--- src/rtl/dma_channel.sv ---
// dma_channel: single-channel MSP430 bus-master block copy engine; define DMA_ABORT_EN to add the abort input
module dma_channel #(
  parameter int BURST = 4
) (
  input  logic        MCLK,
  input  logic        rst,
  input  logic        start,
  input  logic [15:0] SRC,
  input  logic [15:0] DST,
  input  logic [15:0] CNT,
  input  logic        SRCINC,
  input  logic        DSTINC,
  input  logic        BYTE,
  input  logic        BUSGNT,
  input  logic [15:0] MDBread,
`ifdef DMA_ABORT_EN
  input  logic        abort,
`endif
  output logic        BUSREQ,
  output logic [15:0] MAB,
  output logic [15:0] MDBwrite,
  output logic        MW,
  output logic        BW,
  output logic        busy,
  output logic        done
);
  typedef enum logic [2:0] {IDLE, REQ, READ, WRITE, YIELD, DONE} state_t;
  state_t state_q, state_d;
  logic [15:0] src_q, src_d, dst_q, dst_d, cnt_q, cnt_d, data_q, data_d, step;
  logic [7:0] burst_q, burst_d;
  logic srcinc_q, srcinc_d, dstinc_q, dstinc_d, byte_q, byte_d, kill;
`ifdef DMA_ABORT_EN
  assign kill = abort && state_q != IDLE && state_q != DONE;
`else
  assign kill = 1'b0;
`endif
  assign step = byte_q ? 16'd1 : 16'd2;
  always_comb begin
    state_d = state_q;
    src_d = src_q;
    dst_d = dst_q;
    cnt_d = cnt_q;
    data_d = data_q;
    burst_d = burst_q;
    srcinc_d = srcinc_q;
    dstinc_d = dstinc_q;
    byte_d = byte_q;
    case (state_q)
      IDLE: if (start) begin
        src_d = BYTE ? SRC : {SRC[15:1], 1'b0};
        dst_d = BYTE ? DST : {DST[15:1], 1'b0};
        cnt_d = CNT;
        srcinc_d = SRCINC;
        dstinc_d = DSTINC;
        byte_d = BYTE;
        burst_d = 8'd0;
        state_d = CNT == 16'd0 ? DONE : REQ;
      end
      REQ: state_d = BUSGNT ? READ : REQ;
      READ: begin
        data_d = byte_q ? {8'h00, MDBread[7:0]} : MDBread;
        state_d = WRITE;
      end
      WRITE: begin
        cnt_d = cnt_q - 16'd1;
        src_d = srcinc_q ? src_q + step : src_q;
        dst_d = dstinc_q ? dst_q + step : dst_q;
        burst_d = burst_q + 8'd1;
        state_d = cnt_d == 16'd0 ? DONE : burst_d == 8'(BURST) ? YIELD : READ;
        burst_d = state_d == YIELD ? 8'd0 : burst_d;
      end
      YIELD: state_d = REQ;
      default: state_d = IDLE;
    endcase
    state_d = kill ? IDLE : state_d;
  end
  always_ff @(posedge MCLK) begin
    if (rst) begin
      state_q <= IDLE;
      src_q <= '0;
      dst_q <= '0;
      cnt_q <= '0;
      data_q <= '0;
      burst_q <= '0;
      srcinc_q <= 1'b0;
      dstinc_q <= 1'b0;
      byte_q <= 1'b0;
    end else begin
      state_q <= state_d;
      src_q <= src_d;
      dst_q <= dst_d;
      cnt_q <= cnt_d;
      data_q <= data_d;
      burst_q <= burst_d;
      srcinc_q <= srcinc_d;
      dstinc_q <= dstinc_d;
      byte_q <= byte_d;
    end
  end
  assign busy = state_q != IDLE;
  assign done = state_q == DONE;
  assign BUSREQ = state_q == REQ || state_q == READ || state_q == WRITE;
  assign MW = state_q == WRITE;
  assign MAB = state_q == READ ? src_q : MW ? dst_q : 16'h0000;
  assign MDBwrite = MW ? data_q : 16'h0000;
  assign BW = (state_q == READ || MW) && byte_q;
endmodule
--- config.mk ---
export PLATFORM = sky130hd
export DESIGN_NAME = dma_channel
export DESIGN_NICKNAME = d
export VERILOG_FILES = /design/src/rtl/dma_channel.sv
export SDC_FILE = /design/constraint.sdc
export NUM_CORES = 1
export LEC_CHECK = 0
export ABC_AREA = 1
export BUFFER_PORTS_ARGS = -buffer_cell sky130_fd_sc_hd__buf_4
export CAP_MARGIN = 20
export CORE_ASPECT_RATIO = 1.4
export CORE_MARGIN = 3
export CORE_UTILIZATION = 59
export CTS_CLUSTER_DIAMETER = 150
export CTS_CLUSTER_SIZE = 8
export DETAILED_ROUTE_END_ITERATION = 6
export PLACE_DENSITY = 0.87
export SETUP_SLACK_MARGIN = 0.1
export SLEW_MARGIN = 15
export SYNTH_ARGS = -nofsm -noshare
export SYNTH_HDL_FRONTEND = slang
export SYNTH_SLANG_ARGS = --single-unit
--- constraint.sdc ---
create_clock -name MCLK -period 5.82 [get_ports MCLK]
set_input_delay 0.291 -clock MCLK [delete_from_list [all_inputs] [get_ports MCLK]]
set_output_delay 0.291 -clock MCLK [all_outputs]
set_load 0.01 [all_outputs]
=== Word level (Yosys, flattened, before mapping) ===
Cells that the tools add are included.
W data, S select, Z words.

* Add/subtract/negate cells: 4
* Equal/unequal tests: 10
* Mux-type cells: 24
* Reductions and logical operators: 13

{| class="wikitable"
|+ Operators with widths
! kind !! number
|-
| $mux W16 || 9
|-
| $pmux W16 S2 || 3
|-
| $add A16 B2 Y16 || 2
|-
| $logic_not A16 Y1 || 2
|-
| $mux W8 || 2
|-
| $pmux W8 S2 || 1
|-
| $sub A16 B1 Y16 const B || 1
|-
| $pmux W3 S5 || 1
|-
| $mux W3 || 4
|-
| $eq A3 B3 Y1 const B || 3
|-
| $add A8 B1 Y8 const B || 1
|-
| $eq A8 B3 Y1 const B || 1
|-
| $eq A3 B2 Y1 const B || 2
|-
| $reduce_and A3 Y1 || 2
|-
| $mux W2 || 2
|-
| $ne A2 B1 Y1 const B || 2
|-
| $reduce_and A2 Y1 || 2
|-
| $eq A3 B1 Y1 const B || 1
|-
| $logic_not A3 Y1 || 1
|-
| $logic_or A1 B1 Y1 || 3
|-
| $reduce_bool A3 Y1 || 1
|-
| $mux W1 || 2
|-
| $ne A2 B2 Y1 const B || 1
|-
| $reduce_bool A2 Y1 || 1
|-
| $logic_and A1 B1 Y1 || 1
|}

* Register bits: 78
* Logic and storage cells: 60

=== Longest topological paths before layout ===
* Depth in word-level cells: 7
* Gate-level depth with buffers: 16
* Gate-level depth less buffers: 15

=== Worst setup path after synthesis ===
No wires, ideal clock.

* Path type: register to register
* Start: register byte_q
* End: register dst_q[13]
* Library setup time: 0.110 ns
* Data arrival time: 1.976 ns
* Data required time: 5.710 ns
* Path slack: 3.734 ns
* Cell stages (with the launch flop): 17
* Buffers on the path: 1
* Cell sequence: dfxtp_1 -> inv_1 -> clkbuf_1 -> ha_1 -> inv_1 -> nand2_1 -> nand2_1 -> nor3_1 -> nand2_1 -> inv_2 -> nand2_1 -> nor2_1 -> nand2_1 -> nand3_1 -> nand3_1 -> nand3_1 -> inv_1

* Cells in the longest elaborated chain, start to end: 4

{| class="wikitable"
|+ RTL lines
! item !! line !! RTL
|-
| start, declared || 31 || <nowiki>logic srcinc_q, srcinc_d, dstinc_q, dstinc_d, byte_q, byte_d, kill;</nowiki>
|-
| start signal, assigned || 97 || <nowiki>byte_q <= byte_d;</nowiki>
|-
| $mux W2 || 37 || <nowiki>assign step = byte_q ? 16'd1 : 16'd2;</nowiki>
|-
| $add A16 B2 Y16 || 67 || <nowiki>dst_d = dstinc_q ? dst_q + step : dst_q;</nowiki>
|-
| $mux W16 || 67 ||
|-
| $pmux W16 S2 || 48 || <nowiki>case (state_q)</nowiki>
|-
| end signal, assigned || 91 || <nowiki>dst_q <= dst_d;</nowiki>
|-
| end, declared || 29 || <nowiki>logic [15:0] src_q, src_d, dst_q, dst_d, cnt_q, cnt_d, data_q, data_d, step;</nowiki>
|}

Every way passes these cells. The select of a mux whose other input is x is not followed.
A chain may end at the register's enable or synchronous reset.

=== Worst setup path in the final report ===
* Start: register state_q[1]
* End: output MAB[5]

* Cells in the longest elaborated chain, start to end: 3
* Elaborated cells between the ends (all ways): 4
* Those cells by class: eq/ne (2); mux (2)

{| class="wikitable"
|+ RTL lines
! item !! line !! RTL
|-
| start, declared || 28 || <nowiki>state_t state_q, state_d;</nowiki>
|-
| start signal, assigned || 89 || <nowiki>state_q <= state_d;</nowiki>
|-
| $eq A3 B2 Y1 || 103 || <nowiki>assign MW = state_q == WRITE;</nowiki>
|-
| $mux W16 || 104 || <nowiki>assign MAB = state_q == READ ? src_q : MW ? dst_q : 16'h0000;</nowiki>
|-
| $mux W16 (*) || 104 ||
|-
| end, declared || 20 || <nowiki>output logic [15:0] MAB,</nowiki>
|}

Every way passes the cells marked *; elsewhere a longest branch is shown, timed or not.

==> impl_metrics.ini <==
[status]
outcome = completed

[floorplan]
die-area_um2 = 9200
die_x_um = 81.9
core_area_um2 = 7800
placementRows = 38
ios = 108
initial_core_util_pct = 61.1
die_h_um = 112

[synth]
ys_warn_count = 0
synth_top_family_by_area = simple AND/OR/NAND/NOR gates
synth_area_um2 = 4760
syn_nets = 797
synthFlopType = dfxtp_1
synth_top_area_cell = dfxtp_1
synth_compound_area_share_pct = 22.1
muxShareOfSynthArea_pct = 0
yosysMostFrequentCell = nand2_1
synth_top_area_share_pct = 32.8
synth_edf_count = 0
synthTopCellsByArea = dfxtp_1 33%, nand2_1 12%, nor2_1 6.6%
ys_seq_elements = 78
synth.avg_cell_area_um2 = 6.64
yosys-top-cells-count = 153 x nand2_1, 84 x nor2_1, 78 x dfxtp_1
synth_xor_area_share_pct = 2.57
synthArstFlopShare_pct = 0
synthCells = 717
synth_cell_types = 42
synthAdderAreaFrac_pct = 2.68
ys_seq_area_share_pct = 32.8
synth-simple-area-share_pct = 30.0

[placement]
dp_hpwl_mm = 9.36
dp_cells = 890
port_buffers = 107
place.gp.congestion = 0.883

[global_route]
antenna_found_initial = 0
grt_pass1_wl_mm = 21.3
grt_pass1_vias = 4777
track_usage_pct = 29.0
overflow = 0
grt_max_degree = 80

[routing]
postRouteAntennaNets = 0
vias_per_cell = 5.73
drt_drc_violations_left = 0
vias = 5182
drt_iter0_drc = 317
routedWlPerCell_um = 14.6
drt-total-wl_mm = 13.2
first_pass_iters = 4

[worst_setup_path]
critical_path.max_stage_delay_ns = 0.64
timing.rr.end = cnt_q[12]
critPathLaunchType = flip-flop
arrival_ns = 2.90
crit_path_cell_trace = nand2_1 -> nor2_4 -> buf_4 -> inv_2 -> o22ai_1 -> buf_4
rr_startpoint = state_q[2]
reg2reg_slack_ns = 2.68
worst_r2r_path_depth = 9
slowest_stage = inv_2
worstPathMaxFanout = 79
crit_top_cell = buf_4
crit_required_ns = 5.53
worstSetupEndpointType = output pin
crit_type = flip-flop to output pin

[timing]
fin_crit_ns = 3.19
fmax_ghz = 0.313
tightest_slew_ns = 1.06
fin_skew_ns = 0.00672
setup_viol = 0
holdWs_ns = 0.157
worst_slew_margin_rel_pct = 29.2
final.setup.tns_ns = 0
finalHoldViolCount = 0
post-route-period-util_pct = 54.8
slew_violations = 0
rsz0062_at_grt = false

[final_layout]
instances_no_fill = 905
post-route-util_pct = 74.1
area_growth_pct = 21.3
multi_input_area_um2 = 2730
antenna_cells = 0
regArea_um2 = 1560
nNetsFinal = 881
fillerInstances = 659
final_layout_size_suffix_gt1_share_pct = 20.4

[hold_path]
holdPathEnd = dstinc_q
hold_start = DSTINC
hp-class = primary input to flip-flop
holdPathStages = 3

[cts]
insertion_delay_ns = 0.36
root_buffer = clkbuf_8
clk_pin_slew_ns = 0.08
cts_buffer_depth = 2
cts-resized-gates = 0
postCtsSetupBuffers = 0
cts_tree = yes
post_cts_hold_buffer_count = 0
cts_inserted_buffers = 9
clock-sinks = 78
cts-htree-levels = 3

[power_and_ir_drop]
ir_worst_vdd_v = 0.000159
power.leakage_nw = 2.41
p_per_area_nw_per_um2 = 255

[flow_run]
cap_violations = 0
[through the flow]
stage	area (µm²)	power (mW)	setup WS (ns)
after floorplan	4760	0.877	3.73
final	5770	1.47	2.63
after global routing	5770	1.55	2.33
after global placement	5540	0.974	2.83
after CTS	5770	1.47	2.67
after detailed placement	5540	0.985	2.75
[logic make-up (layout without fill, tap and decap cells)]
kind of cell / after synthesis / after routing
simple gates: 324 / 324
compound gates: 175 / 175
buf+inv: 117 / 205
flops: 78 / 78
xor+xnor: 14 / 14
fa+ha+maj: 9 / 9
[cell usage in the layout (no fill, tap or decap), types with 8 or more instances in the layout]
cell and n:
nor3_1 8, inv_1 71, o21ai_0 47, xor2_1 11
buf_4 108, a21oi_1 52, nand2_1 153, dfxtp_1 78
clkbuf_8 10, a211oi_1 11, inv_2 10, nor2_2 9
nor2_1 84, a221oi_1 10, a31oi_1 17, nand3_1 35
o22ai_1 10
[worst max-delay path, delay by kind of cell (launching register included)]
family | cells | cell delay (ns)
buffers and inverters | 3 | 1.40
DFF | 1 | 0.41
AOI/OAI and AO/OA | 1 | 0.37
and+or+nand+nor | 2 | 0.30
[worst max-delay path by stage]
| stage | start | end | slack (ns) | cells after the start |
|---|---|---|---|---|
| after floorplan | byte_q | dst_q[13] | 3.73 | 16 |
| after global placement | state_q[2] | cnt_q[4] | 2.83 | 11 |
| after detailed placement | state_q[2] | cnt_q[9] | 2.75 | 9 |
| after CTS | state_q[2] | MAB[12] | 2.67 | 7 |
| after global routing | state_q[2] | cnt_q[6] | 2.33 | 9 |
| final | state_q[1] | MAB[5] | 2.63 | 6 |
[state kept, by name, summed over array words and instances, names as in the netlist]
signal,cells
byte_q,1
data_q,16
srcinc_q,1
burst_q,8
dstinc_q,1
dst_q,16
cnt_q,16
src_q,16
state_q,3
[layer usage]
layer  routed length (µm)  GRT usage, %
met3                  830          5.70
met2                 6550          48.3
met4                  555          14.0
met1                 5260          35.0
met5                    0             0
[layout make-up]
cell class | count | share of cell area, %
timing repair buffer | 108 | 14.0
sequential | 78 | 27.0
clock inverter | 4 | 1.65
tap | 100 | 2.17
inverter | 82 | 5.37
multi-input combinational | 522 | 47.3
clock buffer | 11 | 2.45
[report_power, final]
part	internal, mW	switching, mW	leakage [nW]
Combinational	0.137	0.223	1.65
Clock	0.294	0.200	0.119
Sequential	0.580	0.0394	0.640
Total	1.01	0.462	2.41
No activity file was read; power rests on OpenSTA's default activity.
